`src/rtl/keypad_pkg.sv`:
```
// Shared types for the 4x4 keypad scanner.
// Frame classification helper lives here.
package keypad_pkg;

  localparam int NUM_ROWS = 4;
  localparam int NUM_COLS = 4;
  localparam int NUM_KEYS = NUM_ROWS * NUM_COLS;

  typedef enum logic [1:0] {
    IDLE,
    CONFIRM,
    HELD,
    RELEASE
  } kp_state_t;

  typedef enum logic [1:0] {
    NONE,
    SINGLE,
    MULTI
  } kp_frame_t;

  typedef struct packed {
    kp_frame_t  kind;
    logic [3:0] key;
  } kp_result_t;

  // Count set bits; remember the index of the last one found.
  function automatic kp_result_t kp_classify(
    input logic [NUM_KEYS-1:0] v
  );
    kp_result_t r;
    int n;
    r.kind = NONE;
    r.key  = '0;
    n      = 0;
    for (int i = 0; i < NUM_KEYS; i++) begin
      if (v[i]) begin
        n     = n + 1;
        r.key = 4'(i);
      end
    end
    if (n == 1) r.kind = SINGLE;
    else if (n > 1) r.kind = MULTI;
    return r;
  endfunction

endpackage

```
`src/rtl/keypad_column_scanner.sv`:
```
// Slot divider and rotating active-low column drive.
// Emits a sample strobe per slot and a frame_end strobe.
module keypad_column_scanner
  import keypad_pkg::*;
#(
  parameter int SCAN_DIV = 100_000
) (
  input  logic                clk_i,
  input  logic                reset_i,
  output logic [NUM_COLS-1:0] col_n_o,
  output logic [1:0]          col_o,
  output logic                sample_o,
  output logic                frame_end_o
);

  localparam int CW = $clog2(SCAN_DIV);
  localparam logic [CW-1:0] LAST = CW'(SCAN_DIV - 1);

  logic [CW-1:0] cnt_q, cnt_d;
  logic [1:0]    col_q, col_d;

  assign sample_o    = (cnt_q == LAST);
  assign frame_end_o = sample_o && (col_q == 2'd3);
  assign col_o       = col_q;
  assign col_n_o     = ~(NUM_COLS'(1) << col_q);

  // Divider wraps at the slot end, stepping the column.
  always_comb begin
    cnt_d = cnt_q + 1'b1;
    col_d = col_q;
    if (sample_o) begin
      cnt_d = '0;
      col_d = col_q + 2'd1;
    end
  end

  // Divider and column registers.
  always_ff @(posedge clk_i or posedge reset_i) begin
    if (reset_i) begin
      cnt_q <= '0;
      col_q <= '0;
    end else begin
      cnt_q <= cnt_d;
      col_q <= col_d;
    end
  end

endmodule

```
`src/rtl/keypad_scanner.sv`:
```
// 4x4 keypad scanner: sync, frame snapshot, classify,
// and a frame-rate debounce FSM emitting key events.
module keypad_scanner
  import keypad_pkg::*;
#(
  parameter int SCAN_DIV        = 100_000,
  parameter int DEBOUNCE_FRAMES = 5
) (
  input  logic                clk,
  input  logic                reset,
  input  logic [NUM_ROWS-1:0] row_n,
  output logic [NUM_COLS-1:0] col_n,
  output logic [3:0]          key_code,
  output logic                key_valid,
  output logic                key_held,
  output logic                multi_key
);

  localparam int RW = $clog2(DEBOUNCE_FRAMES + 1);
  localparam logic [RW-1:0] RMAX = RW'(DEBOUNCE_FRAMES);
  localparam logic [RW-1:0] RONE = RW'(1);

  logic [1:0]          col;
  logic                sample;
  logic                frame_end;
  logic [NUM_ROWS-1:0] meta_q, sync_q;
  logic [NUM_KEYS-1:0] snap_q, snap_d;
  logic [NUM_KEYS-1:0] live;
  kp_result_t          res;

  kp_state_t           state_q, state_d;
  logic [RW-1:0]       rcnt_q, rcnt_d, rinc;
  logic [3:0]          cand_q, cand_d;
  logic                accept, rel_done;

  logic [3:0]          code_q, code_d;
  logic                valid_q, valid_d;
  logic                held_q, held_d;
  logic                multi_q, multi_d;

  keypad_column_scanner #(
    .SCAN_DIV(SCAN_DIV)
  ) u_scan (
    .clk_i      (clk),
    .reset_i    (reset),
    .col_n_o    (col_n),
    .col_o      (col),
    .sample_o   (sample),
    .frame_end_o(frame_end)
  );

  // Two-flop row synchronizer, idle-high.
  always_ff @(posedge clk or posedge reset) begin
    if (reset) begin
      meta_q <= '1;
      sync_q <= '1;
    end else begin
      meta_q <= row_n;
      sync_q <= meta_q;
    end
  end

  // Store the active column's pressed rows at slot end.
  always_comb begin
    snap_d = snap_q;
    if (sample) snap_d[col*NUM_ROWS +: NUM_ROWS] = ~sync_q;
  end

  // Last column is not stored yet at frame end; use it live.
  assign live = {~sync_q, snap_q[NUM_KEYS-NUM_ROWS-1:0]};
  assign res  = kp_classify(live);
  assign rinc = (rcnt_q == RMAX) ? rcnt_q : rcnt_q + 1'b1;

  // Debounce next-state: moves only at frame end.
  always_comb begin
    state_d  = state_q;
    rcnt_d   = rcnt_q;
    cand_d   = cand_q;
    accept   = 1'b0;
    rel_done = 1'b0;
    if (frame_end) begin
      unique case (state_q)
        IDLE: begin
          if (res.kind == SINGLE) begin
            cand_d  = res.key;
            rcnt_d  = RONE;
            state_d = CONFIRM;
          end
        end
        CONFIRM: begin
          if (res.kind == SINGLE &&
              res.key == cand_q) begin
            rcnt_d = rinc;
            if (rinc == RMAX) begin
              accept  = 1'b1;
              state_d = HELD;
            end
          end else begin
            state_d = IDLE;
          end
        end
        HELD: begin
          if (res.kind == NONE) begin
            rcnt_d  = RONE;
            state_d = RELEASE;
          end
        end
        RELEASE: begin
          if (res.kind == NONE) begin
            rcnt_d = rinc;
            if (rinc == RMAX) begin
              rel_done = 1'b1;
              state_d  = IDLE;
            end
          end else begin
            state_d = HELD;
          end
        end
        default: state_d = IDLE;
      endcase
    end
  end

  // Registered key outputs derived from FSM events.
  always_comb begin
    code_d  = code_q;
    valid_d = 1'b0;
    held_d  = held_q;
    multi_d = multi_q;
    if (frame_end) multi_d = (res.kind == MULTI);
    if (accept) begin
      code_d  = cand_q;
      valid_d = 1'b1;
      held_d  = 1'b1;
    end
    if (rel_done) held_d = 1'b0;
  end

  // State, snapshot and output registers.
  always_ff @(posedge clk or posedge reset) begin
    if (reset) begin
      snap_q  <= '0;
      state_q <= IDLE;
      rcnt_q  <= '0;
      cand_q  <= '0;
      code_q  <= '0;
      valid_q <= 1'b0;
      held_q  <= 1'b0;
      multi_q <= 1'b0;
    end else begin
      snap_q  <= snap_d;
      state_q <= state_d;
      rcnt_q  <= rcnt_d;
      cand_q  <= cand_d;
      code_q  <= code_d;
      valid_q <= valid_d;
      held_q  <= held_d;
      multi_q <= multi_d;
    end
  end

  assign key_code  = code_q;
  assign key_valid = valid_q;
  assign key_held  = held_q;
  assign multi_key = multi_q;

endmodule

```
`config.mk`:
```
export PLATFORM = sky130hd
export DESIGN_NAME = keypad_scanner
export DESIGN_NICKNAME = d
export VERILOG_FILES = /design/src/rtl/keypad_pkg.sv /design/src/rtl/keypad_column_scanner.sv /design/src/rtl/keypad_scanner.sv
export SDC_FILE = /design/constraint.sdc
export NUM_CORES = 1
export LEC_CHECK = 0
export ABC_AREA = 1
export CAP_MARGIN = 20
export CORE_MARGIN = 1
export CORE_UTILIZATION = 60
export DETAILED_ROUTE_END_ITERATION = 12
export PLACE_DENSITY = 0.83
export SLEW_MARGIN = 20
export SYNTH_ARGS = -nofsm -noshare
export SYNTH_HDL_FRONTEND = slang
export SYNTH_SLANG_ARGS = --single-unit
```
`constraint.sdc`:
```
create_clock -name clk -period 11.78 [get_ports clk]
set_clock_uncertainty 0.15 [all_clocks]
set_input_delay 2.356 -clock clk [delete_from_list [all_inputs] [get_ports clk]]
set_output_delay 2.356 -clock clk [all_outputs]
set_load 0.01 [all_outputs]
```
==> results.yml <==
outcome:
  status: "complete, no violations"
timing:
  hold_ws_ns: 0.209
  finalCritPeriodShare_pct: 80.2
  grt_setup_unrepaired: "false"
  hold_viol_final: 0
  slew_viol_final: 0
  fin_ws_ns: 2.33
  tightest_slew_ns: 0.674
  fin_tns_setup_ns: 0
  setup_violations: 0
  max_freq_ghz: 0.106
  min_period_ns: 9.45
  slew_headroom_pct: 55.1
clock_tree:
  cts_resized: 0
  post_cts_buffers: 0
  root_buffer: "clkbuf_8"
  ctsLongestPathBuffers: 2
  htreeDepth: 2
  clk_pin_slew_ns: 0.10
  clock-sinks: 55
  cts_hold_buffers: 0
  cts_buffers: 5
  clk_latency_ns: 0.31
  cts_tree: "built"
worst_setup_path:
  crit_slowest_cell: "dfrtp_1"
  crit_path_end_kind: "flop"
  worstRegToRegCells: 61
  reg2reg_to: "rcnt_q[2]"
  criticalPathCategory: "flop to flop"
  crit_start: "snap_q[0]"
  cp_max_fo: 5
  r2r_setup_slack_ns: 2.33
  critPathRequiredTime_ns: 11.83
  startpoint_type: "flop"
  rr_startpoint: "snap_q[0]"
  crit_arrival_ns: 9.50
  critPathMaxStageDelay_ns: 0.38
  cp_common_cell: "nand2_1"
finish:
  drive_gt1_share_pct: 12.7
  diodes: 0
  fin_util_pct: 68.4
  area_growth_pct: 8.07
  nFillCells: 647
  final_area_um2: 5040
  finalNonFillerCells: 839
  nets: 768
grt:
  grt_antenna_before_repair: 0
  grt.overflow.total: 0
  grt_max_degree: 56
  grt_pass1_wl_um: 17400
  first_global_vias: 4285
  track_usage_pct: 25.3
logic_synthesis:
  syn-num-nets: 747
  synth_top_area_share_pct: 25.2
  syn_area_um2: 4660
  avgSynthCellArea_um2: 6.50
  ys_ff_latch: 55
  ys_async_sr_fraction_pct: 100
  synth.largest_area_cell: "dfrtp_1"
  synth_cells: 718
  synth-edff-count: 0
  synth_area_leaders: "dfrtp_1, nand2_1, inv_1"
  ys_types: 36
  synth_seq_area_share_pct: 29.7
  synth_warnings: 0
  synth-main-ff-cell: "dfrtp_1"
drt:
  final_antenna_net_count: 0
  routedWlPerCell_um: 11.1
  first_pass_iters: 5
  avgViaCountPerCell: 5.17
  drtIter0Drc: 231
  vias: 4334
  route.detailed.drc: 0
  drt-total-wl_um: 9310
placement:
  gp_congestion: 0.919
  place_area_um2: 4940
  io_buffers: 16
  place_inst: 831
  hpwl_um: 7520
  dpl_worst_slack_ns: 2.39
worst_hold_path:
  hold_path_class: "flop to flop"
  hold_start: "meta_q[0]"
  holdPathStages: 0
  holdPathEnd: "sync_q[0]"
floorplanning:
  io_pins: 17
  fp.dieH_um: 90.2
  core_area_um2: 7370
  num_rows: 31
  die_x_um: 90.2
  start_util_pct: 63.3
  dieArea_um2: 8130
pwr:
  total_power_mw: 0.326
  ir_drop_uv: 75.8
  p_per_area_nw_per_um2: 64.6
  leakage_nw: 2.76
job:
  drv_cap: 0
[sequential cells by signal (all words and copies together), names as in the netlist]
| register | count |
|---|---|
| key_held | 1 |
| state_q | 2 |
| sync_q | 4 |
| u_scan.cnt_q | 17 |
| multi_key | 1 |
| meta_q | 4 |
| key_code | 4 |
| snap_q | 12 |
| rcnt_q | 3 |
| key_valid | 1 |
| u_scan.col_o | 2 |
| cand_q | 4 |
[critical path: cells and delay by family, from the launching register on]
| kind | cells | cell delay [ns] |
|---|---|---|
| and+or+nand+nor | 33 | 3.53 |
| AOI/OAI and AO/OA | 5 | 0.81 |
| adders and majority gates | 14 | 3.90 |
| buffers and inverters | 9 | 0.57 |
| DFF | 1 | 0.38 |
[layout by cell type, fill, tap and decap left out, types with 17 or more instances in the layout]
cell | netlist | layout
nand2_2 | 37 | 37
nand3_1 | 52 | 52
inv_1 | 137 | 136
nand2_1 | 196 | 196
a21oi_1 | 18 | 18
nor2_1 | 69 | 69
dfrtp_1 | 47 | 47
o21ai_0 | 17 | 17
ha_1 | 23 | 23
nand3_2 | 21 | 21
[cell families after synthesis]
kind of cell | after synthesis | share of synthesized area, %
buffers and inverters | 146 | 11.7
DFF | 55 | 29.7
and+or+nand+nor | 428 | 43.7
muxes | 3 | 0.697
adders and majority gates | 23 | 6.17
xor gates and xnor gates | 9 | 1.69
AOI/OAI and AO/OA | 54 | 6.25
[cells in the mapped netlist, types with 2 or more instances]
library cell  instances
nor4_1                7
o22ai_1               2
nor3_1               12
o21ai_1              10
inv_2                 6
nand4_1              14
dfstp_2               8
nor2_2                4
nand2_2              37
nand3b_1              9
or2_2                 3
xor2_1                7
o21ai_0              17
nand2_1             196
o211ai_1              2
clkbuf_1              3
xnor2_1               2
nand3_2              21
nor2_1               69
nand3_1              52
a21oi_1              18
dfrtp_1              47
inv_1               137
ha_1                 23
[report_power, final]
group | total [mW] | switching (mW) | leakage [nW] | internal, mW
registers | 0.193 | 0.00188 | 0.727 | 0.191
clock network | 0.110 | 0.0619 | 0.0516 | 0.0482
logic | 0.0226 | 0.0152 | 1.98 | 0.00746
[final cells by class]
class | instances | area [um2] | share of cell area, %
multi-input cells | 517 | 2730 | 54.2
repair buffers | 17 | 168 | 3.33
clock buffers | 6 | 82.6 | 1.64
well taps | 99 | 124 | 2.46
flip-flops and latches | 55 | 1390 | 27.5
clock inverters | 2 | 13.8 | 0.273
inverters | 143 | 537 | 10.6
[per-layer routing]
layer	up-vias	share of wire (%)	global-route usage (%)
met5	-	0	0
met4	0	1.1	6.85
met3	7	1.8	2.71
met2	56	51	47.9
met1	1981	46	30.0
li1	2290	-	-
[how the worst max path moves through the flow]
stage	endpoint	slack, ns	depth (start not counted)
floorplan	cand_q[0]	3.22	58
global placement	rcnt_q[1]	2.88	61
global route	state_q[0]	1.47	63
detailed placement	rcnt_q[2]	2.39	61
finish	rcnt_q[2]	2.33	61
CTS	rcnt_q[2]	2.35	61
(Power assumes the default switching activity.)
==> RTL edit 1 (same settings) <==
Register the output `col_n`; this adds one clock of latency there. The other outputs are not delayed to match.
--- a/src/rtl/keypad_scanner.sv
+++ b/src/rtl/keypad_scanner.sv
@@ -21,2 +21,4 @@
   localparam logic [RW-1:0] RONE = RW'(1);
+
+  logic [NUM_COLS-1:0] col_n_d;
 
@@ -45,3 +47,3 @@
     .reset_i    (reset),
-    .col_n_o    (col_n),
+    .col_n_o    (col_n_d),
     .col_o      (col),
@@ -166,2 +168,6 @@
 
+  always_ff @(posedge clk) begin
+    col_n <= col_n_d;
+  end
+
 endmodule
Behaviour: same outputs for any inputs over 10 cycles, from zero or initial values and one cycle with reset high; that may be too few to reach the edited logic, so the function may still have changed.
==> RTL edit 1 against the unedited design <==
- largest power group unchanged
- wire length increased by 5.4%
- count of clock-buffer cells in the layout increased by 4
- setup slack improved by 460 ps
- cell area increased by 7.7%
- combinational power decreased by 11%
- power increased by 28%
- synthesized area increased by 5.7%
- core utilization increased by 0.81 points
- sequential cell count increased by 4
==> RTL edit 1: results (changes against the unedited design) <==
- Result of the run: complete, no violations (unchanged).
- The worst hold endpoint is sync_q[2]$_DFF_PP1_ (was sync_q[0]$_DFF_PP1_).
* Global-route met3 utilization: 6.24% (was 2.71%)
- The switching fraction of total power is 24.3% (was 24.2%).
- The via count of the first global-routing pass is 4508 (was 4285).
- Clock input transition at the sequential cells of the worst setup and hold paths: 70 ps (was 100 ps)
- The fraction of met2 tracks used by global routing is 46.3% (was 47.9%).
- The detailed router's first-iteration violation count is 174 (was 231).
* Sequential share of power: 49.4% (was 59.3%)
- Largest vdd supply drop: 104 uV (was 75.8 uV)
* Startpoint of the lowest-slack hold path: meta_q[2]$_DFF_PP1_ (was meta_q[0]$_DFF_PP1_)
- The clock period minus worst slack came to 9000 ps (was 9450 ps).
* Worst r2r src: snap_q[1]$_DFFE_PP0P_ (was snap_q[0]$_DFFE_PP0P_)
* Ranking of synthesized cells by instance count: sky130_fd_sc_hd__nand2_1 (207), sky130_fd_sc_hd__inv_1 (139), sky130_fd_sc_hd__nor2_1 (70), sky130_fd_sc_hd__nand3_1 (63), sky130_fd_sc_hd__dfrtp_1 (47) (was sky130_fd_sc_hd__nand2_1 (196), sky130_fd_sc_hd__inv_1 (137), sky130_fd_sc_hd__nor2_1 (69), sky130_fd_sc_hd__nand3_1 (52), sky130_fd_sc_hd__dfrtp_1 (47))
- Post-Route WL: 9.82 mm (was 9.31 mm)
* # nets final: 816 (was 768)
- The cell area after placement is 5220 sq um (was 4940 sq um).
- Per-cell via count in the routed design: 5.26 (was 5.17)
- The clock latency reported for the late side of the worst-skew pair came to 340 ps (was 310 ps).
* Half-perimeter wire length after detailed placement: 8.03 mm (was 7.52 mm)
- Share of cells above drive strength 1: 14.8% (was 12.7%)
- The total power was 0.419 mW (was 0.326 mW).
* Post-placement setup slack: 2800 ps (was 2390 ps)
- The number of buffers created by CTS came to 9 (was 5).
* Number of cell instances on the worst register-to-register path: 57 (was 61)
RTL edit 1: cell count changes after synthesis, sizes merged, moves of 2 or more:
cell    before  now
dfxtp        0    4
nand4       14    9
nand3       73   85
nand2      234  251
inv        143  148
o31ai        0    3
nor4         7    5
nor2        74   78
xnor2        2    0
nor3        12   20
nand3b      10    6
a31oi        1    4
clkinv       0    2
RTL edit 1: cell families after synthesis:
kind of cell	synth area share, %
xor gates and xnor gates	1.07
and+or+nand+nor	44.5
buffers and inverters	11.8
AOI/OAI and AO/OA	6.42
muxes	0.685
DFF	29.7
adders and majority gates	5.84
RTL edit 1: cell type report:
cell class,count,share of cell area [%]
timing repair buffer,17,3.32
clock inverter,6,1.31
sequential,59,27.0
clock buffer,10,2.53
inverter,150,10.4
tap,102,2.35
multi-input combinational,550,53.1
RTL edit 1: per-layer routing:
metal	routed length (microns)	vias up
li1	-	2448
met1	4490	2166
met2	4890	67
met3	300	19
met4	147	0
met5	0	-
==> RTL edit 2 (config.mk and constraints unchanged) <==
Made on the original files. `SCAN_DIV` is set to 100_000 in 2 places; all go to 50_000.
--- a/src/rtl/keypad_column_scanner.sv
+++ b/src/rtl/keypad_column_scanner.sv
@@ -5,3 +5,3 @@
 #(
-  parameter int SCAN_DIV = 100_000
+  parameter int SCAN_DIV = 50_000
 ) (
--- a/src/rtl/keypad_scanner.sv
+++ b/src/rtl/keypad_scanner.sv
@@ -5,3 +5,3 @@
 #(
-  parameter int SCAN_DIV        = 100_000,
+  parameter int SCAN_DIV        = 50_000,
   parameter int DEBOUNCE_FRAMES = 5
Check against the original RTL: same outputs for any inputs over 10 cycles, from zero or initial values and one cycle with reset high; that may be too few to reach the edited logic, so the function may still have changed.
==> RTL edit 2 against the unedited design <==
- first-iteration DRC count decreased by 5.6%
- wire length grew 7.1%
- critical path type unchanged
- sequential cell count is 1 lower
- critical endpoint unchanged
- setup slack improved by 140 ps
- maximum frequency increased by 1.5%
- synthesized area increased by 5.7%
- cell count grew 3.8%
- power rose by 5.8%
- cell area up 5.6%
- largest cell class unchanged
==> RTL edit 2: results (changes against the unedited design) <==
* Arithmetic-cell share of the synthesized area counting full adders, half adders and majority gates: 6.09% (was 6.17%)
- The cell area after layout came to 5320 sq um (was 5040 sq um).
* Internal Dissipation: 0.265 mW (was 0.247 mW)
* Mux share of post-synthesis cell area: 0.228% (was 0.697%)
- Final weighted congestion in routability-driven placement: 0.959 (was 0.919)
- Worst slack on hold paths: 212 ps (was 209 ps)
- Biggest area contributors in the synthesized netlist: sky130_fd_sc_hd__dfrtp_1 (23%), sky130_fd_sc_hd__nand2_1 (15%), sky130_fd_sc_hd__inv_1 (9.4%) (was sky130_fd_sc_hd__dfrtp_1 (25%), sky130_fd_sc_hd__nand2_1 (16%), sky130_fd_sc_hd__inv_1 (11%)).
- Startpoint of the lowest-slack hold path: meta_q[3]$_DFF_PP1_ (was meta_q[0]$_DFF_PP1_)
* # nets final: 798 (was 768)
- The post-detailed-routing wire length came to 9.97 mm (was 9.31 mm).
- The reg-to-reg setup timing slack is 2470 ps (was 2330 ps).
- Xor-xnor portion of the synthesized cell area: 1.07% (was 1.69%)
- Cell area after placement: 5200 sq um (was 4940 sq um)
- The fraction of layout instances using a drive strength above 1 is 18.7% (was 12.7%).
- Area fraction in compound gates after synthesis: 5.48% (was 6.25%)
* Number of standard cells in the layout, taps in and fillers out: 871 (was 839)
* Initial DRC Count: 218 (was 231)
- Ranking of synthesized cells by instance count: sky130_fd_sc_hd__nand2_1 (198), sky130_fd_sc_hd__inv_1 (124), sky130_fd_sc_hd__nor2_1 (68), sky130_fd_sc_hd__nand2_2 (60), sky130_fd_sc_hd__nand3_1 (60) (was sky130_fd_sc_hd__nand2_1 (196), sky130_fd_sc_hd__inv_1 (137), sky130_fd_sc_hd__nor2_1 (69), sky130_fd_sc_hd__nand3_1 (52), sky130_fd_sc_hd__dfrtp_1 (47)).
* Biggest cell delay along the critical path: 410 ps (was 380 ps)
* Max FO, Critical Path: 4 (was 5)
* Leakage dissipation: 2.91 nW (was 2.76 nW)
- The cell depth of the worst flop-to-flop path came to 56 (was 61).
- Pre-Repair DR Iteration Count: 4 (was 5)
* Netlist cell types: 40 (was 36)
* Measured slew at the worst slew-check pin: 899 ps (was 674 ps)
- The fraction of met1 tracks used by global routing came to 30.3% (was 30.0%).
* Arrival time at the worst endpoint: 9370 ps (was 9500 ps)
* Result of the run: complete, no violations (unchanged)
- Capture endpoint of the worst hold path: sync_q[3]$_DFF_PP1_ (was sync_q[0]$_DFF_PP1_)
* Regs by FF count: u_scan.cnt_q x16, snap_q x12 (was u_scan.cnt_q x17, snap_q x12)
* Placed cell count: 863 (was 831)
- Number of filler cells placed in the layout: 709 (was 647)
* Global-route usage over all layers: 25.9% (was 25.3%)
==> RTL edit 2: through the flow <==
stage / setup slack (ps) / power [mW]
final: 2470 / 0.345
after global routing: 1610 / 0.357
after CTS: 2490 / 0.346
after detailed placement: 2550 / 0.215
after global placement: 2980 / 0.214
after floorplan: 3280 / 0.209
==> RTL edit 2: worst max-delay path: cells and delay by family (launching register included) <==
| family | cells | cell delay (ps) |
|---|---|---|
| AOI/OAI and AO/OA | 3 | 540 |
| adders and majority gates | 13 | 3870 |
| buffers and inverters | 3 | 200 |
| DFF | 1 | 410 |
| and+or+nand+nor | 37 | 4010 |
==> RTL edit 2: cell type report <==
class / count / share of cell area, %
Clock inverter: 2 / 0.729
Sequential cell: 54 / 25.6
Clock buffer: 6 / 1.55
Inverter: 138 / 9.78
Tap cell: 102 / 2.40
Timing Repair Buffer: 16 / 3.01
Multi-Input combinational cell: 553 / 56.9
==> RTL edit 2: how the worst max path moves through the flow <==
| stage | end | slack, ps | depth (start not counted) |
|---|---|---|---|
| floorplan | rcnt_q[0]$_DFFE_PP0P_ | 3280 | 56 |
| global placement | rcnt_q[1]$_DFFE_PP0P_ | 2980 | 56 |
| detailed placement | rcnt_q[2]$_DFFE_PP0P_ | 2550 | 56 |
| CTS | rcnt_q[2]$_DFFE_PP0P_ | 2490 | 56 |
| global route | rcnt_q[0]$_DFFE_PP0P_ | 1610 | 56 |
| finish | rcnt_q[2]$_DFFE_PP0P_ | 2470 | 56 |
==> RTL edit 2: cells by family after synthesis <==
logic type      Yosys count
xor+xnor                  6
mux                       1
flops                    54
simple gates            472
buf+inv                 141
compound gates           50
fa+ha+maj                24
==> RTL edit 2: metal layers <==
metal | wire (microns) | vias up
met2 | 5160 | 63
met1 | 4460 | 2071
met5 | 0 | -
met3 | 228 | 10
met4 | 121 | 0
li1 | - | 2394
